[config.mk]
export PLATFORM = sky130hd
export DESIGN_NAME = imm_gen_pipe
export DESIGN_NICKNAME = d
export VERILOG_FILES = /design/src/rtl/riscv_pkg.sv /design/src/rtl/imm_decode.sv /design/src/rtl/imm_gen_pipe.sv
export SDC_FILE = /design/constraint.sdc
export NUM_CORES = 1
export LEC_CHECK = 0
export CAP_MARGIN = 40
export CORE_ASPECT_RATIO = 0.8
export CORE_MARGIN = 1
export CORE_UTILIZATION = 53
export CTS_BUF_LIST = sky130_fd_sc_hd__clkbuf_4 sky130_fd_sc_hd__clkbuf_8
export CTS_CLUSTER_SIZE = 14
export DETAILED_ROUTE_END_ITERATION = 10
export PLACE_DENSITY = 0.82
export SETUP_SLACK_MARGIN = 0.4
export SYNTH_ARGS = -nofsm -noshare
export SYNTH_HDL_FRONTEND = slang
export SYNTH_HIERARCHICAL = 1
export SYNTH_SLANG_ARGS = --single-unit
[constraint.sdc]
create_clock -name clk -period 1.7 [get_ports clk]
set_input_delay 0.255 -clock clk [delete_from_list [all_inputs] [get_ports clk]]
set_output_delay 0.255 -clock clk [all_outputs]
set_load 0.02 [all_outputs]
[src/rtl/riscv_pkg.sv]
`default_nettype none
// ============================================================================
//  Module      : riscv_pkg
//  Description : Shared immediate-format selectors, RV opcode constants and
//                the elastic-buffer state encoding for the immediate pipeline.
//  Revision    : 1.0 - initial release
// ============================================================================
package riscv_pkg;

    // Immediate format selector values carried on imm_src
    localparam logic [2:0] c_IMM_I     = 3'd0;
    localparam logic [2:0] c_IMM_S     = 3'd1;
    localparam logic [2:0] c_IMM_B     = 3'd2;
    localparam logic [2:0] c_IMM_J     = 3'd3;
    localparam logic [2:0] c_IMM_U     = 3'd4;
    localparam logic [2:0] c_IMM_SHAMT = 3'd5;
    localparam logic [2:0] c_IMM_ZIMM  = 3'd6;
    localparam logic [2:0] c_IMM_AUTO  = 3'd7;

    // Major opcodes (instr[6:0]) that carry an immediate
    localparam logic [6:0] c_OP_LOAD   = 7'b0000011;
    localparam logic [6:0] c_OP_IMM    = 7'b0010011;
    localparam logic [6:0] c_OP_JALR   = 7'b1100111;
    localparam logic [6:0] c_OP_STORE  = 7'b0100011;
    localparam logic [6:0] c_OP_BRANCH = 7'b1100011;
    localparam logic [6:0] c_OP_JAL    = 7'b1101111;
    localparam logic [6:0] c_OP_LUI    = 7'b0110111;
    localparam logic [6:0] c_OP_AUIPC  = 7'b0010111;
    localparam logic [6:0] c_OP_SYSTEM = 7'b1110011;

    // Occupancy of the two-entry output buffer
    typedef enum logic [1:0] {
        ST_EMPTY = 2'd0,
        ST_ONE   = 2'd1,
        ST_TWO   = 2'd2
    } buf_state_t;

endpackage : riscv_pkg
`default_nettype wire

[src/rtl/imm_decode.sv]
`default_nettype none
// ============================================================================
//  Module      : imm_decode
//  Description : Combinational RISC-V immediate extractor. Selects the format
//                explicitly or from the opcode (AUTO) and extends to XLEN.
//  Revision    : 1.0 - initial release
// ============================================================================
module imm_decode
    import riscv_pkg::*;
#(
    parameter int XLEN = 32
) (
    input  logic [31:0]     instr,
    input  logic [2:0]      imm_src,
    output logic [XLEN-1:0] imm,
    output logic            err
);

    logic [2:0]      w_fmt;
    logic            w_err;
    logic [31:0]     w_imm32;
    logic            w_sext;
    logic            w_shamt_hi;
    logic [XLEN-1:0] w_imm_sext;
    logic [XLEN-1:0] w_imm_zext;

    // RV64 shift amounts are six bits wide; RV32 ignores instr[25]
    assign w_shamt_hi = (XLEN == 64) && instr[25];

    // Resolve the effective format; AUTO derives it from the opcode
    always_comb begin
        w_fmt = imm_src;
        w_err = 1'b0;
        if (imm_src == c_IMM_AUTO) begin
            case (instr[6:0])
                c_OP_LOAD, c_OP_IMM, c_OP_JALR: w_fmt = c_IMM_I;
                c_OP_STORE:                     w_fmt = c_IMM_S;
                c_OP_BRANCH:                    w_fmt = c_IMM_B;
                c_OP_JAL:                       w_fmt = c_IMM_J;
                c_OP_LUI, c_OP_AUIPC:           w_fmt = c_IMM_U;
                c_OP_SYSTEM:                    w_fmt = instr[14] ? c_IMM_ZIMM : c_IMM_I;
                default:                        w_err = 1'b1;
            endcase
        end
    end

    // Assemble the 32-bit immediate; an unresolved AUTO falls to zero
    always_comb begin
        w_imm32 = 32'd0;
        w_sext  = 1'b0;
        case (w_fmt)
            c_IMM_I: begin
                w_imm32 = {{20{instr[31]}}, instr[31:20]};
                w_sext  = 1'b1;
            end
            c_IMM_S: begin
                w_imm32 = {{20{instr[31]}}, instr[31:25], instr[11:7]};
                w_sext  = 1'b1;
            end
            c_IMM_B: begin
                w_imm32 = {{19{instr[31]}}, instr[31], instr[7], instr[30:25], instr[11:8], 1'b0};
                w_sext  = 1'b1;
            end
            c_IMM_J: begin
                w_imm32 = {{11{instr[31]}}, instr[31], instr[19:12], instr[20], instr[30:21], 1'b0};
                w_sext  = 1'b1;
            end
            c_IMM_U: begin
                w_imm32 = {instr[31:12], 12'd0};
                w_sext  = 1'b1;
            end
            c_IMM_SHAMT: w_imm32 = {26'd0, w_shamt_hi, instr[24:20]};
            c_IMM_ZIMM:  w_imm32 = {27'd0, instr[19:15]};
            default:     w_imm32 = 32'd0;
        endcase
    end

    assign w_imm_sext = XLEN'($signed(w_imm32));
    assign w_imm_zext = XLEN'(w_imm32);
    assign imm        = w_sext ? w_imm_sext : w_imm_zext;
    assign err        = w_err;

endmodule : imm_decode
`default_nettype wire

[src/rtl/imm_gen_pipe.sv]
`default_nettype none
// ============================================================================
//  Module      : imm_gen_pipe
//  Description : Valid/ready wrapper around imm_decode with a two-entry
//                elastic output buffer (main + skid) and a saturating count
//                of illegal-format results delivered downstream.
//  Revision    : 1.0 - initial release
// ============================================================================
module imm_gen_pipe
    import riscv_pkg::*;
#(
    parameter int XLEN      = 32,
    parameter int ERR_CNT_W = 8
) (
    input  logic                 clk,
    input  logic                 rst_n,
    input  logic                 in_valid,
    output logic                 in_ready,
    input  logic [31:0]          instr,
    input  logic [2:0]           imm_src,
    output logic                 out_valid,
    input  logic                 out_ready,
    output logic [XLEN-1:0]      imm_ext,
    output logic                 imm_err,
    output logic [ERR_CNT_W-1:0] err_cnt
);

    buf_state_t           r_state;
    buf_state_t           w_state_nxt;
    logic                 r_in_ready;
    logic [XLEN-1:0]      r_main_imm;
    logic                 r_main_err;
    logic [XLEN-1:0]      r_skid_imm;
    logic                 r_skid_err;
    logic [ERR_CNT_W-1:0] r_err_cnt;

    logic [XLEN-1:0]      w_dec_imm;
    logic                 w_dec_err;
    logic                 w_accept;
    logic                 w_xfer;
    logic                 w_load_main;
    logic                 w_load_skid;
    logic                 w_main_from_skid;

    imm_decode #(
        .XLEN (XLEN)
    ) u_imm_decode (
        .instr   (instr),
        .imm_src (imm_src),
        .imm     (w_dec_imm),
        .err     (w_dec_err)
    );

    // in_ready is registered, so TWO never sees an accept
    assign w_accept  = in_valid && r_in_ready;
    assign out_valid = (r_state != ST_EMPTY);
    assign w_xfer    = out_valid && out_ready;

    // Buffer occupancy transitions and register load controls
    always_comb begin
        w_state_nxt      = r_state;
        w_load_main      = 1'b0;
        w_load_skid      = 1'b0;
        w_main_from_skid = 1'b0;
        case (r_state)
            ST_EMPTY: begin
                if (w_accept) begin
                    w_state_nxt = ST_ONE;
                    w_load_main = 1'b1;
                end
            end
            ST_ONE: begin
                if (w_accept && !w_xfer) begin
                    w_state_nxt = ST_TWO;
                    w_load_skid = 1'b1;
                end else if (w_xfer && !w_accept) begin
                    w_state_nxt = ST_EMPTY;
                end else if (w_xfer && w_accept) begin
                    w_load_main = 1'b1;
                end
            end
            ST_TWO: begin
                if (w_xfer) begin
                    w_state_nxt      = ST_ONE;
                    w_main_from_skid = 1'b1;
                end
            end
            default: w_state_nxt = ST_EMPTY;
        endcase
    end

    // State register; in_ready tracks the upcoming state so it never depends on out_ready combinationally
    always_ff @(posedge clk or negedge rst_n) begin
        if (!rst_n) begin
            r_state    <= ST_EMPTY;
            r_in_ready <= 1'b0;
        end else begin
            r_state    <= w_state_nxt;
            r_in_ready <= (w_state_nxt != ST_TWO);
        end
    end

    // Main (head) and skid result registers
    always_ff @(posedge clk or negedge rst_n) begin
        if (!rst_n) begin
            r_main_imm <= '0;
            r_main_err <= 1'b0;
            r_skid_imm <= '0;
            r_skid_err <= 1'b0;
        end else begin
            if (w_load_main) begin
                r_main_imm <= w_dec_imm;
                r_main_err <= w_dec_err;
            end else if (w_main_from_skid) begin
                r_main_imm <= r_skid_imm;
                r_main_err <= r_skid_err;
            end
            if (w_load_skid) begin
                r_skid_imm <= w_dec_imm;
                r_skid_err <= w_dec_err;
            end
        end
    end

    // Saturating count of illegal results handed to the consumer
    always_ff @(posedge clk or negedge rst_n) begin
        if (!rst_n) begin
            r_err_cnt <= '0;
        end else if (w_xfer && r_main_err && (r_err_cnt != {ERR_CNT_W{1'b1}})) begin
            r_err_cnt <= r_err_cnt + ERR_CNT_W'(1);
        end
    end

    assign in_ready = r_in_ready;
    assign imm_ext  = r_main_imm;
    assign imm_err  = r_main_err;
    assign err_cnt  = r_err_cnt;

endmodule : imm_gen_pipe
`default_nettype wire

; Word level (Yosys, flattened, before mapping)
; Index checks and enable logic that the tools add are counted.
[totals]
regBits = 77
[op_classes]
add_sub_neg = 1
n_eq_ne = 20
mux = 24
reduce_logical = 16
[ops]
columns = operator, count
row1 = 32-bit one-hot mux with 7 select lines, 1
row2 = 32-bit two-way mux, 2
row3 = 7-bit == test (second input constant), 4
row4 = 3-bit one-hot mux with 6 select lines, 1
row5 = 7-bit by 5-bit == test with 1-bit output (second input constant), 2
row6 = 7-bit by 6-bit == test with 1-bit output (second input constant), 2
row7 = 3-bit == test (second input constant), 4
row8 = 1-bit two-way mux, 12
row9 = 9-bit OR reduction, 1
row10 = 8-bit by 1-bit adder with 8-bit output (second input constant), 1
row11 = 2-bit two-way mux, 4
row12 = 8-bit inequality test (second input constant), 1
row13 = 7-bit by 2-bit == test with 1-bit output (second input constant), 1
row14 = 1-bit logical AND, 7
row15 = 3-bit by 2-bit == test with 1-bit output (second input constant), 2
row16 = 3-bit two-way mux, 2
row17 = 2-bit one-hot mux with 3 select lines, 1
row18 = 2-bit nonzero test, 2
row19 = 3-bit by 1-bit == test with 1-bit output (second input constant), 1
row20 = 3-bit logical NOT, 1
row21 = 3-bit OR reduction, 1
row22 = 2-bit by 1-bit == test with 1-bit output (second input constant), 1
row23 = 2-bit == test (second input constant), 1
row24 = 1-bit logical NOT, 2
row25 = other kinds (4), 4

; Longest topological paths before layout
[depth]
depth_word = 8
ltp_mapped = 10
mapped_depth_nobuf = 9

; Cells and area by module
; The synthesis kept the hierarchy.
[by_module_without_submodules]
columns = module, instances, cells_each, area_each_um2, seq_area_each_um2
row1 = imm_gen_pipe, 1, 259, 3398.3, 1926.8
row2 = imm_decode, 1, 97, 640.6, 0.0

; Worst setup path after synthesis
; Ideal clock, no wire load.
[synth_path]
path_kind = input-to-reg
start = input port instr[4]
end = register r_skid_imm[1]
setup_time_ns = 0.125
arrival_time_ns = 1.949
slack_ns = -0.374
stages = 8
n_path_buf = 0
cell_sequence = a21o_1 > a21boi_2 > o2111ai_2 > o31ai_4 > o21bai_2 > a21oi_1 > a221o_1 > mux2_4
[synth_via]
elab_chain_len = 6
word_cells_on_any_way = 21
classes_between = 15 x eq/ne / 3 x mux / 3 x reduce/logical
[synth_rtl]
columns = item, line_no
row1 = start: declaration, imm_gen_pipe.sv:19  ; input logic [31:0] instr,
row2 = "7-bit by 2-bit == test with 1-bit output, or another cell as far along", imm_decode.sv:35  ; case (instr[6:0])
row3 = 3-bit OR reduction / 2-bit OR reduction (equally long branches), imm_decode.sv:35
row4 = 3-bit one-hot mux with 6 select lines *, imm_decode.sv:35
row5 = 3-bit two-way mux *, imm_decode.sv:34  ; if (imm_src == c_IMM_AUTO) begin
row6 = "3-bit == test, or another cell as far along", imm_decode.sv:51  ; case (w_fmt)
row7 = 32-bit one-hot mux with 7 select lines *, imm_decode.sv:51
row8 = via w_dec_imm[1], imm_gen_pipe.sv:37  ; logic [XLEN-1:0] w_dec_imm;
row9 = end signal: assignment, imm_gen_pipe.sv:119  ; r_skid_imm <= w_dec_imm;
row10 = end: declaration, imm_gen_pipe.sv:33  ; logic [XLEN-1:0] r_skid_imm;
; The timed path passes the listed nets; every way through them passes the cells marked *.
; A chain may end at the register's enable or synchronous reset.

; Worst setup path in the final report
[layout_path]
start = input port instr[6]
end = register r_skid_imm[18]
; Same word-level chain as after synthesis.

==> impl_metrics.csv <==
group,metric,value,unit
grt,grt_max_degree,37,
setup_path,cp.arrival,2210,ps
grt,grt_pass1_vias,3737,
route,remaining_drc_errors,0,
timing,maxSlewViolCount,0,
timing,slew_headroom,70.3,%
pwr,leakage,0.00304,µW
clock_network,cts_root_buf,"clkbuf_8",
route,wl_per_cell,22.0,µm
final_layout,nNetsFinal,548,
setup_path,crit_slowest_cell,"o21ai_4",
final_layout,fillers,364,
yosys,synth_edf_count,0,
final_layout,seq_area,1930,µm²
final_layout,postLayoutCellArea,6290,µm²
timing,period_needed,1970,ps
setup_path,critPathMaxFanout,8,
final_layout,multiInputGateArea,2290,µm²
status,violations,"negative setup slack",
yosys,ys_seq_area_share,47.7,%
yosys,synthArstFlopShare,100,%
floorplan,initial_utilization,54.6,%
yosys,synth_top_area_share,47.7,%
setup_path,r2r_slack,100,ps
timing,fin_crit_sh,116,%
timing,fin_ws,-273,ps
yosys,synthTopCellsByArea,"dfrtp_1 48%, mux2_4 10%, a22oi_1 6.3%, nand2_2 4.6%, nand2_1 4.3%",
floorplan,fp.dieW,99.6,µm
clock_network,cts_sinks,77,
pwr,cellPowerDensity,1440,nW/µm²
placement,dp.cells,559,
grt,antenna_found_initial,0,
timing,setup_viol,52,
yosys,yosysTopAreaCell,"dfrtp_1",
setup_path,start_kind,"input pin",
clock_network,clk_latency,360,ps
yosys,ys_ff_latch,77,
min_path,hp-class,"input pin to async pin",
clock_network,cts_max_path_buffers,2,
timing,hold_viol,0,
pwr,ir_drop,0.950,mV
pwr,power,9080,µW
final_layout,syn2layout_area_growth,55.7,%
yosys,yosysWarnings,6,
placement,detailed_place_hpwl,6980,µm
floorplan,die_area,7980,µm²
timing,rsz0062_at_grt,"true",
clock_network,cts_buffers,9,
yosys,ys.flop_type,"dfrtp_1",
clock_network,htree_levels,3,
timing,finalSetupTns,-9780,ps
final_layout,diodes,0,
clock_network,cts_tree,"built",
setup_path,required,1940,ps
timing,worst_pin_slew,444,ps
yosys,syn_area,4040,µm²
route,via_per_inst,5.91,
job,drv_cap,0,
final_layout,layout_common_cells,"72 x dfrtp_1, 46 x buf_4, 42 x nand2_1, 34 x mux2_4, 33 x nand2_2",
route,drt_first_iter_violations,216,
placement,gp_congestion,0.995,
yosys,syn_nets,396,
timing,clock.fmax,507,MHz
setup_path,criticalPathCategory,"input pin to flop",
clock_network,clkSlewWorstSetupHoldPaths,80,ps
floorplan,ios,82,
status,status,"complete, but fails checks",
setup_path,critPathCaptureType,"flop",
floorplan,fp-row-count,28,
route,ant_nets,0,
placement,place_area,5180,µm²
grt,grt_remaining_overflow,0,
grt,grt_pass1_wl,19300,µm
timing,skew,19.0,ps
yosys,syn_inst,356,
setup_path,r2r_cells,5,
setup_path,crit_path_max_incr_delay,300,ps
floorplan,die_y,80.1,µm
yosys,ys_types,52,
route,vias,3651,
grt,grt_use_total,32.2,%
final_layout,final_layout_size_suffix_gt1_share,54.4,%
setup_path,reg2reg_from,"r_state[0]",
yosys,postSynthAreaPerCell,11.3,µm²
setup_path,reg2reg_to,"r_skid_imm[27]",
final_layout,final_common_cell,"dfrtp_1",
floorplan,core-area,7390,µm²
setup_path,crit_chain,"buf_8, nand2_1, o21ai_4, o211ai_1, o21a_1, and3_4, a21o_4, a21o_1, mux2_4",
placement,portBuffers,81,
final_layout,finalNonFillerCells,618,
route,firstDrtPassIters,5,
route,drt_wl_total,13600,µm
-- metal layers --
layer	global-route usage [%]	wire length [µm]	vias to the layer above
met5	0	0	-
met3	6.88	836	54
met2	55.8	6760	179
li1	-	-	1568
met4	17.1	617	0
met1	38.0	5380	1850
-- flip-flops by register name, summed over array words and instances, names as in the netlist --
signal	flops
r_state	2
r_skid_imm	32
imm_err	1
r_skid_err	1
err_cnt	8
in_ready	1
imm_ext	32
-- cells in the mapped netlist (3+ instances only) --
library cell and number:
a21o_1 21, nand2_1 46, inv_1 7, mux2_4 28, and3_1 4, and2_1 8
buf_6 4, nand2_2 30, xnor2_1 7, a221o_1 4, mux2i_1 3, nor2_1 11
clkbuf_1 6, nand2b_1 3, dfrtp_1 77, buf_12 3, a21oi_1 6, buf_2 4
nand4_1 5, nor2b_1 4, a22oi_1 34, mux2_1 6
-- critical path: cells and delay by family --
family | cells | cell delay, ps
and+or+nand+nor | 2 | 420
AOI/OAI and AO/OA | 5 | 1180
muxes | 1 | 270
buffers and inverters | 1 | 90
-- logic make-up after synthesis --
kind of cell               synth area share (%)
and+or+nand+nor                            15.9
AOI/OAI and AO/OA                          16.6
DFF                                        47.7
muxes                                      12.8
buffers and inverters                      4.86
xor gates and xnor gates                   1.73
adders and majority gates                 0.310
-- timing repair --
| action | in CTS | in global routing |
|---|---|---|
| hold buffers | 1 | 0 |
| hold endpoints to repair | 18 | 0 |
| setup endpoints to repair | 118 | 90 |
| gates cloned | 5 | 1 |
| buffers inserted | 26 | 10 |
| gates resized for setup | 238 | 62 |
| pin swaps | 39 | 59 |
-- final cells by class --
type	instances	share of cell area, %
clock buffers	12	2.43
clock inverters	4	1.15
inverters	7	0.418
multi-input cells	253	36.5
flip-flops and latches	77	30.7
well taps	105	2.09
repair buffers	160	26.7
-- power breakdown --
group          leakage [µW]  internal, µW  switching [µW]
clock network      0.000113           899             710
registers          0.000982          2610             604
logic               0.00194          2300            1970
total               0.00304          5800            3280
-- how the worst max path moves through the flow --
stage	endpoint	slack, ps	from	depth (start not counted)
after floorplan	r_skid_imm[1]	-350	instr[4]	8
after global placement	r_skid_imm[2]	-830	instr[6]	9
after detailed placement	r_skid_imm[1]	-940	instr[4]	9
after CTS	r_skid_imm[4]	-120	instr[5]	10
after global routing	imm_ext[1]	-340	instr[6]	10
final	r_skid_imm[18]	-270	instr[6]	9
-- per-stage QoR --
stage	hold WS [ps]	setup WS [ps]	utilization, %
detailed placement	156	-940	70.1
global route	351	-337	85.1
finish	333	-273	85.1
floorplan	-40.6	-345	-
CTS	310	-118	81.7
global placement	152	-832	70.1
Note: power is estimated with default switching activity, not from simulation.
